$ cat src/rtl/hazard_fwd_ct.sv
// hazard_fwd_ct -- operand forwarding select and load-use stall control.
//
// Tracks FWD_DEPTH in-flight result slots. Slot 0 holds the instruction one
// stage ahead of decode and slot k holds the one k+1 stages ahead. Every cycle
// the slots shift one place and the oldest is dropped. Decode source
// specifiers are compared against the slots. The youngest match picks the
// forward source. If that match is a load whose data is not ready yet, the
// block requests a stall.
//
// Issue handshake: issue_valid offers the instruction in decode. The
// instruction is taken into slot 0 only on a rising edge where
// issue_valid=1, stall=0 and flush=0. While stall=1 the producer must hold
// the same instruction on the issue_* and src* inputs. A bubble (v=0) enters
// slot 0 on every edge where nothing is taken.
//
// Ports:
//   clk, rst_n      clock; asynchronous active-low reset
//   issue_valid     instruction present in decode
//   issue_wr        issuing instruction writes issue_dest
//   issue_load      issuing instruction is a load
//   issue_dest      destination specifier of the issuing instruction
//   src1_reg        operand A source specifier
//   src2_reg        operand B source specifier (ignored when imm=1)
//   imm             operand B is an immediate
//   flush           invalidate every in-flight slot and drop the issue
//   forward_a/b     0 = register file, k+1 = forward from slot k
//   stall           load-use stall request
//   stall_cnt       saturating count of stalled cycles
module hazard_fwd_ct #(
  parameter int REG_W     = 4,
  parameter int FWD_DEPTH = 2,
  parameter int LOAD_LAT  = 1,
  parameter int ZERO_REG  = 0,
  localparam int FW       = $clog2(FWD_DEPTH + 1)
) (
  input  logic             clk,
  input  logic             rst_n,
  input  logic             issue_valid,
  input  logic             issue_wr,
  input  logic             issue_load,
  input  logic [REG_W-1:0] issue_dest,
  input  logic [REG_W-1:0] src1_reg,
  input  logic [REG_W-1:0] src2_reg,
  input  logic             imm,
  input  logic             flush,
  output logic [FW-1:0]    forward_a,
  output logic [FW-1:0]    forward_b,
  output logic             stall,
  output logic [15:0]      stall_cnt
);

  logic [FWD_DEPTH-1:0] slot_v;
  logic [FWD_DEPTH-1:0] slot_ld;
  logic [REG_W-1:0]     slot_dest [FWD_DEPTH];

  logic [FW-1:0] sel_a;
  logic [FW-1:0] sel_b;
  logic          early_ld_a;
  logic          early_ld_b;
  logic          zero_a;
  logic          zero_b;
  logic          active;
  logic          accept;

  // Register 0 is hard-wired when ZERO_REG is set, so it never matches a slot.
  assign zero_a = (ZERO_REG != 0) && (src1_reg == '0);
  assign zero_b = (ZERO_REG != 0) && (src2_reg == '0);

  // Scan from the oldest slot down to slot 0. A later hit overwrites an
  // earlier one, so the youngest match decides both the select and whether
  // the data is still in flight as a load.
  always_comb begin
    sel_a      = '0;
    sel_b      = '0;
    early_ld_a = 1'b0;
    early_ld_b = 1'b0;
    for (int k = FWD_DEPTH - 1; k >= 0; k--) begin
      if (slot_v[k] && (slot_dest[k] == src1_reg) && !zero_a) begin
        sel_a      = FW'(k + 1);
        early_ld_a = slot_ld[k] && (k < LOAD_LAT);
      end
      if (slot_v[k] && (slot_dest[k] == src2_reg) && !zero_b) begin
        sel_b      = FW'(k + 1);
        early_ld_b = slot_ld[k] && (k < LOAD_LAT);
      end
    end
  end

  // rst_n gates the outputs so that stall drops at once when reset is applied
  // mid-stall, without waiting for the slot clear to propagate.
  assign active    = rst_n && issue_valid && !flush;
  assign forward_a = active ? sel_a : '0;
  assign forward_b = (active && !imm) ? sel_b : '0;
  assign stall     = active && (early_ld_a || (!imm && early_ld_b));
  assign accept    = issue_valid && !stall && !flush;

  always_ff @(posedge clk or negedge rst_n) begin
    if (!rst_n) begin
      slot_v  <= '0;
      slot_ld <= '0;
      for (int k = 0; k < FWD_DEPTH; k++) begin
        slot_dest[k] <= '0;
      end
    end else if (flush) begin
      // Flush wins over both shift and accept.
      slot_v <= '0;
    end else begin
      for (int k = FWD_DEPTH - 1; k > 0; k--) begin
        slot_v[k]    <= slot_v[k-1];
        slot_ld[k]   <= slot_ld[k-1];
        slot_dest[k] <= slot_dest[k-1];
      end
      slot_v[0]    <= accept && issue_wr;
      slot_ld[0]   <= accept && issue_load;
      slot_dest[0] <= issue_dest;
    end
  end

  always_ff @(posedge clk or negedge rst_n) begin
    if (!rst_n) begin
      stall_cnt <= '0;
    end else if (stall && (stall_cnt != 16'hFFFF)) begin
      stall_cnt <= stall_cnt + 16'd1;
    end
  end

endmodule

$ cat config.mk
export PLATFORM = sky130hd
export DESIGN_NAME = hazard_fwd_ct
export DESIGN_NICKNAME = d
export VERILOG_FILES = /design/src/rtl/hazard_fwd_ct.sv
export SDC_FILE = /design/constraint.sdc
export NUM_CORES = 1
export LEC_CHECK = 0
export ABC_AREA = 1
export ABC_CLOCK_PERIOD_IN_PS = 2400
export BUFFER_PORTS_ARGS = -buffer_cell sky130_fd_sc_hd__buf_2
export CORE_MARGIN = 3
export CORE_UTILIZATION = 54
export CTS_CLUSTER_DIAMETER = 200
export DETAILED_ROUTE_END_ITERATION = 12
export PLACE_DENSITY = 0.81
export SYNTH_ARGS = -nofsm -noshare
export SYNTH_HDL_FRONTEND = slang
export SYNTH_SLANG_ARGS = --single-unit
$ cat constraint.sdc
create_clock -name clk -period 2.4 [get_ports clk]
set_input_delay 0.72 -clock clk [delete_from_list [all_inputs] [get_ports clk]]
set_output_delay 0.72 -clock clk [all_outputs]
set_load 0.01 [all_outputs]
Word level (Yosys, flattened, before mapping)
Index checks and enable logic that the tools add are counted.
- register bits after elaboration: 27
- latch bits: 0
- RAM bits: 0
- ROM bits: 0
- bits of input ports: 19
- output and inout port bits: 21
- logic and storage cells: 38
- memories kept: 0
- $add $sub $neg: 1
- multiply operators: 0
- divide/modulo/power cells: 0
- magnitude comparators: 0
- eq/ne operators: 5
- shifts and indexed selects: 0
- multiplexer cells: 9
- bitwise gates (word level): 0
- reductions and logical operators: 18
- operators by type and width (kind ; count):
    $add 16x1->16 const B ; 1
    $eq 4x4->1 ; 4
    $ne 16x16->1 const B ; 1
    $logic_and 1x1->1 ; 14
    $mux 2 ; 7
    $logic_not 1->1 ; 3
    $mux 1 ; 2
    $logic_or 1x1->1 ; 1

Depth between registers and ports, before layout
Gate-level depths: netlist of run 1.
- word-level depth: 11
- mapped depth: 10
- gate-level depth less buffers: 9

Least setup slack after synthesis of run 1
No wires, ideal clock.
- path type: in2out
- start point: input flush
- end point: output stall
- arrival time: 1461 ps
- required time: 1680 ps
- setup slack: 219 ps
- stages: 6
- path buffers: 1
- cell sequence: buf_2 -> nor2_4 -> nand2_2 -> nor2_8 -> nand2_1 -> inv_1
- longest elaborated chain between the ends: 3
- ends and longest elaborated chain (element ; RTL line ; text):
    start: declaration ; 45 ; input logic flush,
    $logic_not 1->1 ; 91 ; assign active = rst_n && issue_valid && !flush;
    $logic_and 1x1->1 ; 91 ;
    $logic_and 1x1->1 ; 94 ; assign stall = active && (early_ld_a || (!imm && early_ld_b));
    end: declaration ; 48 ; output logic stall,
Every way passes these cells.

Worst setup path after layout of run 1
- start point: input src1_reg[0]
- end point: output forward_a[1]
- longest elaborated chain between the ends: 5
- elaborated cells between the ends (all ways): 7
- those cells by class: eq/ne: 2; mux: 3; reduce/logical: 2
- ends and longest elaborated chain (element ; RTL line ; text):
    start: declaration ; 42 ; input logic [REG_W-1:0] src1_reg,
    $eq 4x4->1 ; 78 ; if (slot_v[k] && (slot_dest[k] == src1_reg) && !zero_a) begin
    $logic_and 1x1->1 ; 78 ;
    $mux 2 ; 78 ;
    $mux 2 (*) ; 78 ;
    $mux 2 (*) ; 92 ; assign forward_a = active ? sel_a : '0;
    end: declaration ; 46 ; output logic [FW-1:0] forward_a,
Mark *: on every way between the ends. The rest lies on a longest branch, timed or not.

==> results of run 1 <==
-- synthesized netlist by cell type, types with 2 or more instances --
| cell | count |
|---|---|
| a21oi_1 | 5 |
| inv_2 | 2 |
| buf_2 | 2 |
| nor3_1 | 3 |
| inv_1 | 26 |
| dfrtp_1 | 27 |
| nor2_4 | 2 |
| nor2_2 | 4 |
| nand2_1 | 88 |
| nor2_1 | 29 |
| o21ai_0 | 7 |
| nand4_1 | 21 |
| nand3_1 | 9 |
| o211ai_1 | 2 |
| xnor2_1 | 4 |
| buf_4 | 2 |
| xor2_1 | 7 |
-- what timing repair did --
item | 4_1_cts | 5_1_grt
setup endpoints to repair | 0 | 3
buffers inserted | 0 | 1
gates resized for setup | 0 | 8
-- per-layer routing --
layer,global-route usage,vias up,share of wire
met5,0,-,0
met4,0.0485,0,0.0051
met3,0.0422,4,0.066
met2,0.314,45,0.46
met1,0.308,770,0.47
li1,-,902,-
-- per-stage QoR --
step	TNS [ps]	total power (W)	hold WS, ps	instances	instance area (um2)
after detailed placement	0	0.000612	477	334	2050
final	0	0.000796	427	339	2100
after global placement	0	0.000610	466	334	2050
after global routing	-37.1	0.000848	425	339	2100
after CTS	0	0.000801	432	338	2080
after floorplan	0	0.000566	424	253	1810
-- flip-flops by register name, indices dropped and copies added (netlist names) --
name       count
slot_ld        1
slot_dest      8
slot_v         2
stall_cnt     16
-- final cells by class --
type                    instances  area [um2]  share of cell area
repair buffers                 44         239               0.114
well taps                      44        55.1              0.0262
multi-input cells             192        1000               0.476
flip-flops and latches         27         676               0.322
clock buffers                   4        26.3              0.0125
inverters                      28         105              0.0500
-- worst min path at each step --
| stage | startpoint | to | slack, ps |
|---|---|---|---|
| 2_1_floorplan | rst_n | slot_dest[0] | 420 |
| 3_3_place_gp | slot_ld[0] | slot_ld[0] | 470 |
| 3_5_place_dp | slot_ld[0] | slot_ld[0] | 480 |
| 4_1_cts | rst_n | stall_cnt[10] | 430 |
| 5_1_grt | rst_n | slot_dest[7] | 420 |
| 6_report | rst_n | stall_cnt[14] | 430 |
-- report_power, final --
part	switching, W	internal (W)
Sequential	0.0000177	0.000472
Combinational	0.0000708	0.0000468
Clock	0.000123	0.0000650
Total	0.000212	0.000584
-- cell families (layout without fill, tap and decap cells) --
kind of cell               Yosys count  after routing  share of synthesized area
AOI/OAI and AO/OA                   15             15                     0.0449
DFF                                 27             27                      0.373
buffers and inverters               34             76                     0.0801
xor gates and xnor gates            11             11                     0.0531
and+or+nand+nor                    164            164                      0.436
muxes                                1              1                    0.00621
adders and majority gates            1              1                    0.00690
==> reports/qor.txt, run 1 <==
Clk_lat worst skew: 320 ps
Kind of end point of the critical path: output port
Clock tree root driver cell: clkbuf_4
Worst Path Buf+Inv: 3
RSZ-0062 raised after global routing: yes
CP dominant cell by count: nor2_1
Area leader, netlist: dfrtp_1
Layout cells sized above 1: 0.227
Crit. Startpoint: src1_reg[0]
# H-tree levels: 1
Async SR Flop Fraction: 1.00
Top Ports: 40
Synth top area share: 0.373
DR vias/cell: 5.08
Post-synth EDFFs: 0
Max Freq: 433 MHz
GPL Wtd Cong: 0.848
Setup violations, final: 0
R2R Setup Slk: 660 ps
Num CTS Buffers: 3
Initial detailed-routing violation count: 136
Mapped Area: 1810 um2
GRT Overall Usage: 0.209
Slowest stage delay, CP: 170 ps
Die W: 63.9 um
Final Max Slew Viols: 0
Row count: 20
Sequential-to-total area share from yosys stat: 0.373
Reg clk slew, reported paths: 130 ps
Outcome: finished clean
Synth cell types: 30
CTS max path bufs: 2
Core area: 3130 um2
Crit start category: primary input
Max rail drop VDD: 0.223 mV
Relative slew margins: 0.776
Reg2Reg Depth: 7
Critical path's top delay family: simple AND/OR/NAND/NOR gates
Synth Area per Inst: 7.17 um2
Worst path depth: 9
Antenna Diode Count: 0
WP data required: 1680 ps
Hold Fails Final Rpt: 0
Crit share post-route: 0.963
WL/cell: 11.6 um
Die footprint: 4090 um2
Via count: 1721
Die H: 63.9 um
DRC violations left: 0
Final WL: 3940 um
Final net count: 316
Worst-path maximum fanout: 3
GRT overflow: 0
Worst-Margin Slew: 336 ps
Yosys Warn Count: 0
Pre-CTS setup slack: 43.9 ps
LEAKAGE: 1.14 nW
Cells after Synth: 253
Area Growth Syn to Fin: 15.9%
First-pass GRT wire length: 6860 um
#FFs+latches synth: 27
Final HPWL DP: 2990 um
Port Buffer Count: 39
DRT Pass-1 Iters: 4
Fin worst setup slack: 89.2 ps
Arrival @ worst endpoint: 1590 ps
Starting Density: 0.580
Post-cts hold buffer count: 0
Syn nets: 273
Number of global-route vias before repair: 1551
PD cells: 379 nW/um2
Clock Skew: 1.74 ps
Synth top area cells: dfrtp_1 (37%), nand2_1 (18%), nand4_1 (7.2%)
Fillcell total: 283
Initial antenna violation count: 0
Fin crit period: 2310 ps
RR Endpoint: stall_cnt[5]
Critical Path Sink: forward_a[1]
CP max-delay cell: nand3b_1
Commonest non-fill, non-tap cells in the layout: nand2_1 (87), buf_2 (38), nor2_1 (29)
Clock Sink Count: 27
Main synth FF type: dfrtp_1
Fin util: 0.672
Pin count of the biggest net entering global routing: 28
Most common cell after layout, fill and taps aside: nand2_1
Antenna viol nets, final: 0
R2R Path Start: stall_cnt[0]
Reported max-cap violation count: 0
Kind of critical path: in -> out
Worst path cell trace: buf_6, inv_2, nand2_1, o21ai_1, nor2_1, nand3b_1, nand4_1, nor2_1, buf_2
Tightest Hold Check Type: in -> async
CTS tree: done
Power figures use the tool's default switching activity.
==> run 2: changes to the inputs <==
Settings changed: ABC_CLOCK_PERIOD_IN_PS 2400 to 2970, CORE_UTILIZATION 54 to 45, PLACE_DENSITY 0.81 to 0.8.
Clock period 2.4 ns to 2.97 ns, I/O delays scaled along.
==> reports/qor.txt, run 2 (same netlist as run 1, synthesis figures left out) <==
Worst Path Buf+Inv: 4 (+1)
Outcome: finished clean
Setup violations, final: 0 (unchanged)
Fin util: 0.558 (-0.114)
RR Endpoint: stall_cnt[5]
Number of global-route vias before repair: 1583 (+2.1%)
Fin crit period: 2670 ps
Fin worst setup slack: 298 ps (+209 ps)
# resized after CTS: 0 (unchanged)
Area Growth Syn to Fin: 16.0%
Antenna viol nets, final: 0 (unchanged)
R2R Path Start: stall_cnt[0]
Logic pwr share: 0.131 (-0.017)
Tightest Hold Check Type: reg -> reg
Worst hold slack: 488 ps (+60.4 ps)
Worst-Margin Slew: 330 ps (-5.44 ps)
DR vias/cell: 4.99 (-1.7%)
Critical path's top delay family: simple AND/OR/NAND/NOR gates
Reported max-cap violation count: 0 (unchanged)
Kind of end point of the critical path: output port
Slowest stage delay, CP: 160 ps (about the same)
Max Freq: 374 MHz
WL/cell: 11.4 um (-1.8%)
R2R Setup Slk: 1250 ps (+590 ps)
Antenna Diode Count: 0 (unchanged)
# H-tree levels: 1 (unchanged)
Top Registers: stall_cnt: 16 flops, slot_dest: 8 flops, slot_v: 2 flops
Num CTS Buffers: 3 (unchanged)
Worst-path maximum fanout: 3 (unchanged)
Row count: 22 (+10%)
Core area: 3770 um2 (+21%)
Net Sw Power: 0.000180 W (-15%)
Crit start category: primary input
Max rail drop VDD: 0.192 mV (-14%)
Top Ports: 40 (unchanged)
Most common cell after layout, fill and taps aside: nand2_1
Die H: 69.5 um (+8.7%)
Worst Hold Path EP: slot_ld[0]
Die W: 69.5 um (+8.7%)
Starting Density: 0.481 (-0.0988)
Hold Fails Final Rpt: 0 (unchanged)
Arrival @ worst endpoint: 1780 ps (+190 ps)
Kind of critical path: in -> out
Clock Skew: 1.95 ps (+0.207 ps)
Final HPWL DP: 3020 um (+0.89%)
Fillcell total: 351 (+24%)
Port Buffer Count: 39 (unchanged)
Pin count of the biggest net entering global routing: 28 (unchanged)
Pre-CTS setup slack: 285 ps (+241 ps)
Int Power: 0.000513 W (-12%)
Clock power share: 0.299 (+0.062)
Final Max Slew Viols: 0 (unchanged)
Initial detailed-routing violation count: 58 (-57%)
GRT Overall Usage: 0.173 (-0.0354)
PD cells: 329 nW/um2 (-13%)
Via count: 1706 (-0.87%)
CTS tree: done
Switching part of the total: 0.260 (-0.00677)
CP max-delay cell: nand3b_1
Crit share post-route: 0.900
Largest register by flop count: stall_cnt
GPL Wtd Cong: 0.842 (-0.65%)
WP data required: 2080 ps (+400 ps)
CTS max path bufs: 2 (unchanged)
Post-cts hold buffer count: 0 (unchanged)
Max FFs per register: 16 (unchanged)
RSZ-0062 raised after global routing: no
Hold_sp: slot_ld[0]
Clk_lat worst skew: 270 ps (-50 ps)
GRT overflow: 0 (unchanged)
Relative slew margins: 0.780 (+0.00363)
Clock Sink Count: 27 (unchanged)
First-pass GRT wire length: 6900 um (+0.61%)
Layout cells sized above 1: 0.211 (-0.0162)
DRC violations left: 0 (unchanged)
Setup TNS: 0 ps (unchanged)
Reg clk slew, reported paths: 90 ps (-40 ps)
Final WL: 3900 um (-0.97%)
Setup Buffers After CTS: 0 (unchanged)
Worst path cell trace: buf_2, inv_1, nand2_1, o21ai_0, nor2_1, nand3b_1, nand2_4, nand2_1, inv_1, buf_2
Clock tree root driver cell: clkbuf_8
Die footprint: 4830 um2 (+18%)
Reg2Reg Depth: 7 (unchanged)
Share of power burned in registers: 0.570 (-0.045)
Worst path depth: 10 (+1)
Commonest non-fill, non-tap cells in the layout: nand2_1 (88), buf_2 (39), nor2_1 (29)
Initial antenna violation count: 0 (unchanged)
DRT Pass-1 Iters: 4 (unchanged)
Final net count: 315 (-0.32%)
Min-Delay Path Depth: 2
LEAKAGE: 1.15 nW (+0.22%)
[run 2: cell count changes in the layout (fill, tap and decap cells not counted), sizes merged]
| cell | delta |
|---|---|
| buf | -1 |
[run 2: power groups by stage]
stage                     registers [W]  clock network, W  logic [W]
after floorplan                0.000399                 0  0.0000579
after global placement         0.000401                 0  0.0000913
after detailed placement       0.000402                 0  0.0000925
after CTS                      0.000395          0.000211  0.0000929
after global routing           0.000397          0.000228   0.000106
final                          0.000394          0.000207  0.0000910
[run 2: layout make-up]
cell class                 count  area (um2)  area share
sequential                    27         676       0.321
timing repair buffer          43         225       0.107
tap                           48        60.1      0.0286
multi-input combinational    192         992       0.472
inverter                      28         105      0.0500
clock buffer                   4        45.0      0.0214
[run 2: per-stage QoR]
stage               area [um2]  instances  total power [W]
floorplan                 1810        253         0.000457
global placement          2060        338         0.000492
detailed placement        2060        338         0.000494
CTS                       2100        342         0.000698
global route              2100        342         0.000731
finish                    2100        342         0.000693
[run 2: layer usage]
| metal | track usage | vias to the layer above | wire length, um |
|---|---|---|---|
| met2 | 0.284 | 38 | 1800 |
| li1 | - | 899 | - |
| met3 | 0.0261 | 4 | 223 |
| met5 | 0 | - | 0 |
| met1 | 0.229 | 765 | 1810 |
| met4 | 0.0694 | 0 | 62 |
[run 2: worst register-to-register path: stages, from the launching register on]
cell and delay (ps):
dfrtp_1 460, ha_1 240, inv_1 80, nor2_4 160, nand4_4 270, nand3_4 290, nand2_1 80, nand2_1 70
[run 2: how the worst max path moves through the flow]
stage                startpoint    end  slack [ps]
detailed placement  src1_reg[0]  stall         280
CTS                 src1_reg[0]  stall         280
floorplan                 flush  stall         450
global route        src2_reg[1]  stall         130
global placement    src2_reg[1]  stall         300
finish              src1_reg[0]  stall         300
==> run 3: changes to the inputs <==
Settings changed: ABC_CLOCK_PERIOD_IN_PS 2970 to 2800, HOLD_SLACK_MARGIN set to 0.15.
Clock period 2.97 ns to 2.8 ns, I/O delays scaled along.
==> reports/qor.txt, run 3 (same netlist as run 1, synthesis figures left out) <==
Outcome: finished clean
CTS max path bufs: 2 (unchanged)
Routing usage on met1: 0.232 (+0.00317)
Min-Delay Path Depth: 2 (unchanged)
Worst Path Buf+Inv: 4 (unchanged)
Worst path cell trace: buf_2, inv_1, nand2_1, o21ai_0, nor2_1, nand3b_1, nand2_4, nand2_1, inv_1, buf_2
Crit share post-route: 0.921
Crit. Startpoint: src1_reg[0]
Starting Density: 0.481 (unchanged)
Top Registers: stall_cnt: 16 flops, slot_dest: 8 flops, slot_v: 2 flops
Pin count of the biggest net entering global routing: 28 (unchanged)
Reg clk slew, reported paths: 80 ps (about the same)
Num CTS Buffers: 3 (unchanged)
Met2 Resource Use GR: 0.282 (-0.00212)
Reg area: 676 um2 (unchanged)
Final Max Slew Viols: 0 (unchanged)
Fin crit period: 2580 ps
Critical path's top delay family: simple AND/OR/NAND/NOR gates
Antenna viol nets, final: 0 (unchanged)
Crit start category: primary input
Die footprint: 4830 um2 (unchanged)
GRT Overall Usage: 0.173 (-0.000505)
Arrival @ worst endpoint: 1740 ps (-40 ps)
Hold Fails Final Rpt: 0 (unchanged)
CTS tree: done
Worst path depth: 10 (unchanged)
Relative slew margins: 0.778 (-0.00164)
# H-tree levels: 1 (unchanged)
Reported max-cap violation count: 0 (unchanged)
Setup TNS: 0 ps (unchanged)
Setup violations, final: 0 (unchanged)
Setup Buffers After CTS: 0 (unchanged)
# resized after CTS: 0 (unchanged)
Top Ports: 40 (unchanged)
Pre-CTS setup slack: 217 ps (-68.3 ps)
Kind of end point of the critical path: output port
Number of global-route vias before repair: 1600 (+1.1%)
Final HPWL DP: 3010 um (-0.20%)
Row count: 22 (unchanged)
Layout cells sized above 1: 0.211 (unchanged)
Area Growth Syn to Fin: 16.0% (unchanged)
RSZ-0062 raised after global routing: no
WP data required: 1960 ps (-120 ps)
Initial detailed-routing violation count: 76 (+31%)
GPL Wtd Cong: 0.842 (about the same)
WL/cell: 11.6 um (+1.4%)
DRC violations left: 0 (unchanged)
Worst-Margin Slew: 333 ps (+2.45 ps)
Worst-path maximum fanout: 3 (unchanged)
Clk_lat worst skew: 270 ps (about the same)
Die H: 69.5 um (unchanged)
Clock Skew: 8.96 ps (+7.01 ps)
Placed cell count: 338 (unchanged)
GRT busiest layer: met2
Design Area, Final: 2100 um2 (unchanged)
CP max-delay cell: nand3b_1
Clock Sink Count: 27 (unchanged)
R2R Path Start: stall_cnt[0]
Cell Count, Final, Fillers Out: 342 (unchanged)
Fin worst setup slack: 221 ps (-77.2 ps)
PD cells: 349 nW/um2 (+6.1%)
Tightest Hold Check Type: reg -> reg
Die W: 69.5 um (unchanged)
Most common cell after layout, fill and taps aside: nand2_1
Hold_sp: slot_ld[0]
LEAKAGE: 1.15 nW (unchanged)
Final WL: 3950 um (+1.4%)
Core area: 3770 um2 (unchanged)
Final net count: 315 (unchanged)
Worst hold slack: 484 ps (-3.52 ps)
DR vias/cell: 5.07 (+1.7%)
Initial antenna violation count: 0 (unchanged)
Antenna Diode Count: 0 (unchanged)
Via count: 1735 (+1.7%)
First-pass GRT wire length: 6890 um (-0.10%)
Fillcell total: 362 (+3.1%)
Clock tree root driver cell: clkbuf_8
DRT Pass-1 Iters: 4 (unchanged)
Reg2Reg Depth: 7 (unchanged)
Kind of critical path: in -> out
Placed Instance Area: 2060 um2 (unchanged)
Largest register by flop count: stall_cnt
Slowest stage delay, CP: 170 ps (about the same)
Max FFs per register: 16 (unchanged)
Max rail drop VDD: 0.195 mV (+1.9%)
Post-cts hold buffer count: 0 (unchanged)
Area occupied by multi-input gates: 992 um2 (unchanged)
Max Freq: 388 MHz
GRT overflow: 0 (unchanged)
Met3 usage: 0.0246 (-0.00145)
Commonest non-fill, non-tap cells in the layout: nand2_1 (88), buf_2 (39), nor2_1 (29)
Port Buffer Count: 39 (unchanged)
[run 3: cell counts in the layout (fill, tap and decap cells not counted)]
Identical to the previous run, type by type.
[run 3: worst paths after layout]
check / endpoint / slack (ps)
max reg2reg: stall_cnt[5] / 1070
min: slot_ld[0] / 480
max in group asynchronous: slot_ld[0] / 1950
min reg2reg: slot_ld[0] / 480
min in group asynchronous: stall_cnt[9] / 600
max: stall / 220
[run 3: per-stage QoR]
| stage | total power, W | utilization |
|---|---|---|
| 3_3_place_gp | 0.000522 | 0.546 |
| 4_1_cts | 0.000741 | 0.558 |
| 2_1_floorplan | 0.000485 | - |
| 3_5_place_dp | 0.000524 | 0.546 |
| 6_report | 0.000735 | 0.558 |
| 5_1_grt | 0.000776 | 0.558 |
[run 3: power by group]
part	total, W	switching (W)	leakage, nW	internal (W)
clock network	0.000219	0.000117	0.0228	0.000102
logic	0.0000973	0.0000595	0.769	0.0000379
registers	0.000418	0.0000141	0.355	0.000404
[run 3: final cells by class]
cell class                      count  share of cell area
Multi-Input combinational cell    192               0.472
Sequential cell                    27               0.321
Timing Repair Buffer               43               0.107
Inverter                           28              0.0500
Tap cell                           48              0.0286
Clock buffer                        4              0.0214
[run 3: layer usage]
layer	up-vias	wire, um
li1	899	-
met1	787	1860
met2	44	1820
met3	5	207
met4	0	61
met5	-	0
[run 3: worst reg2reg max path: stages, from the launching register on]
cell,delay (ps)
dfrtp_1,460
ha_1,240
inv_1,80
nor2_4,160
nand4_4,280
nand3_4,300
nand2_1,80
nand2_1,70
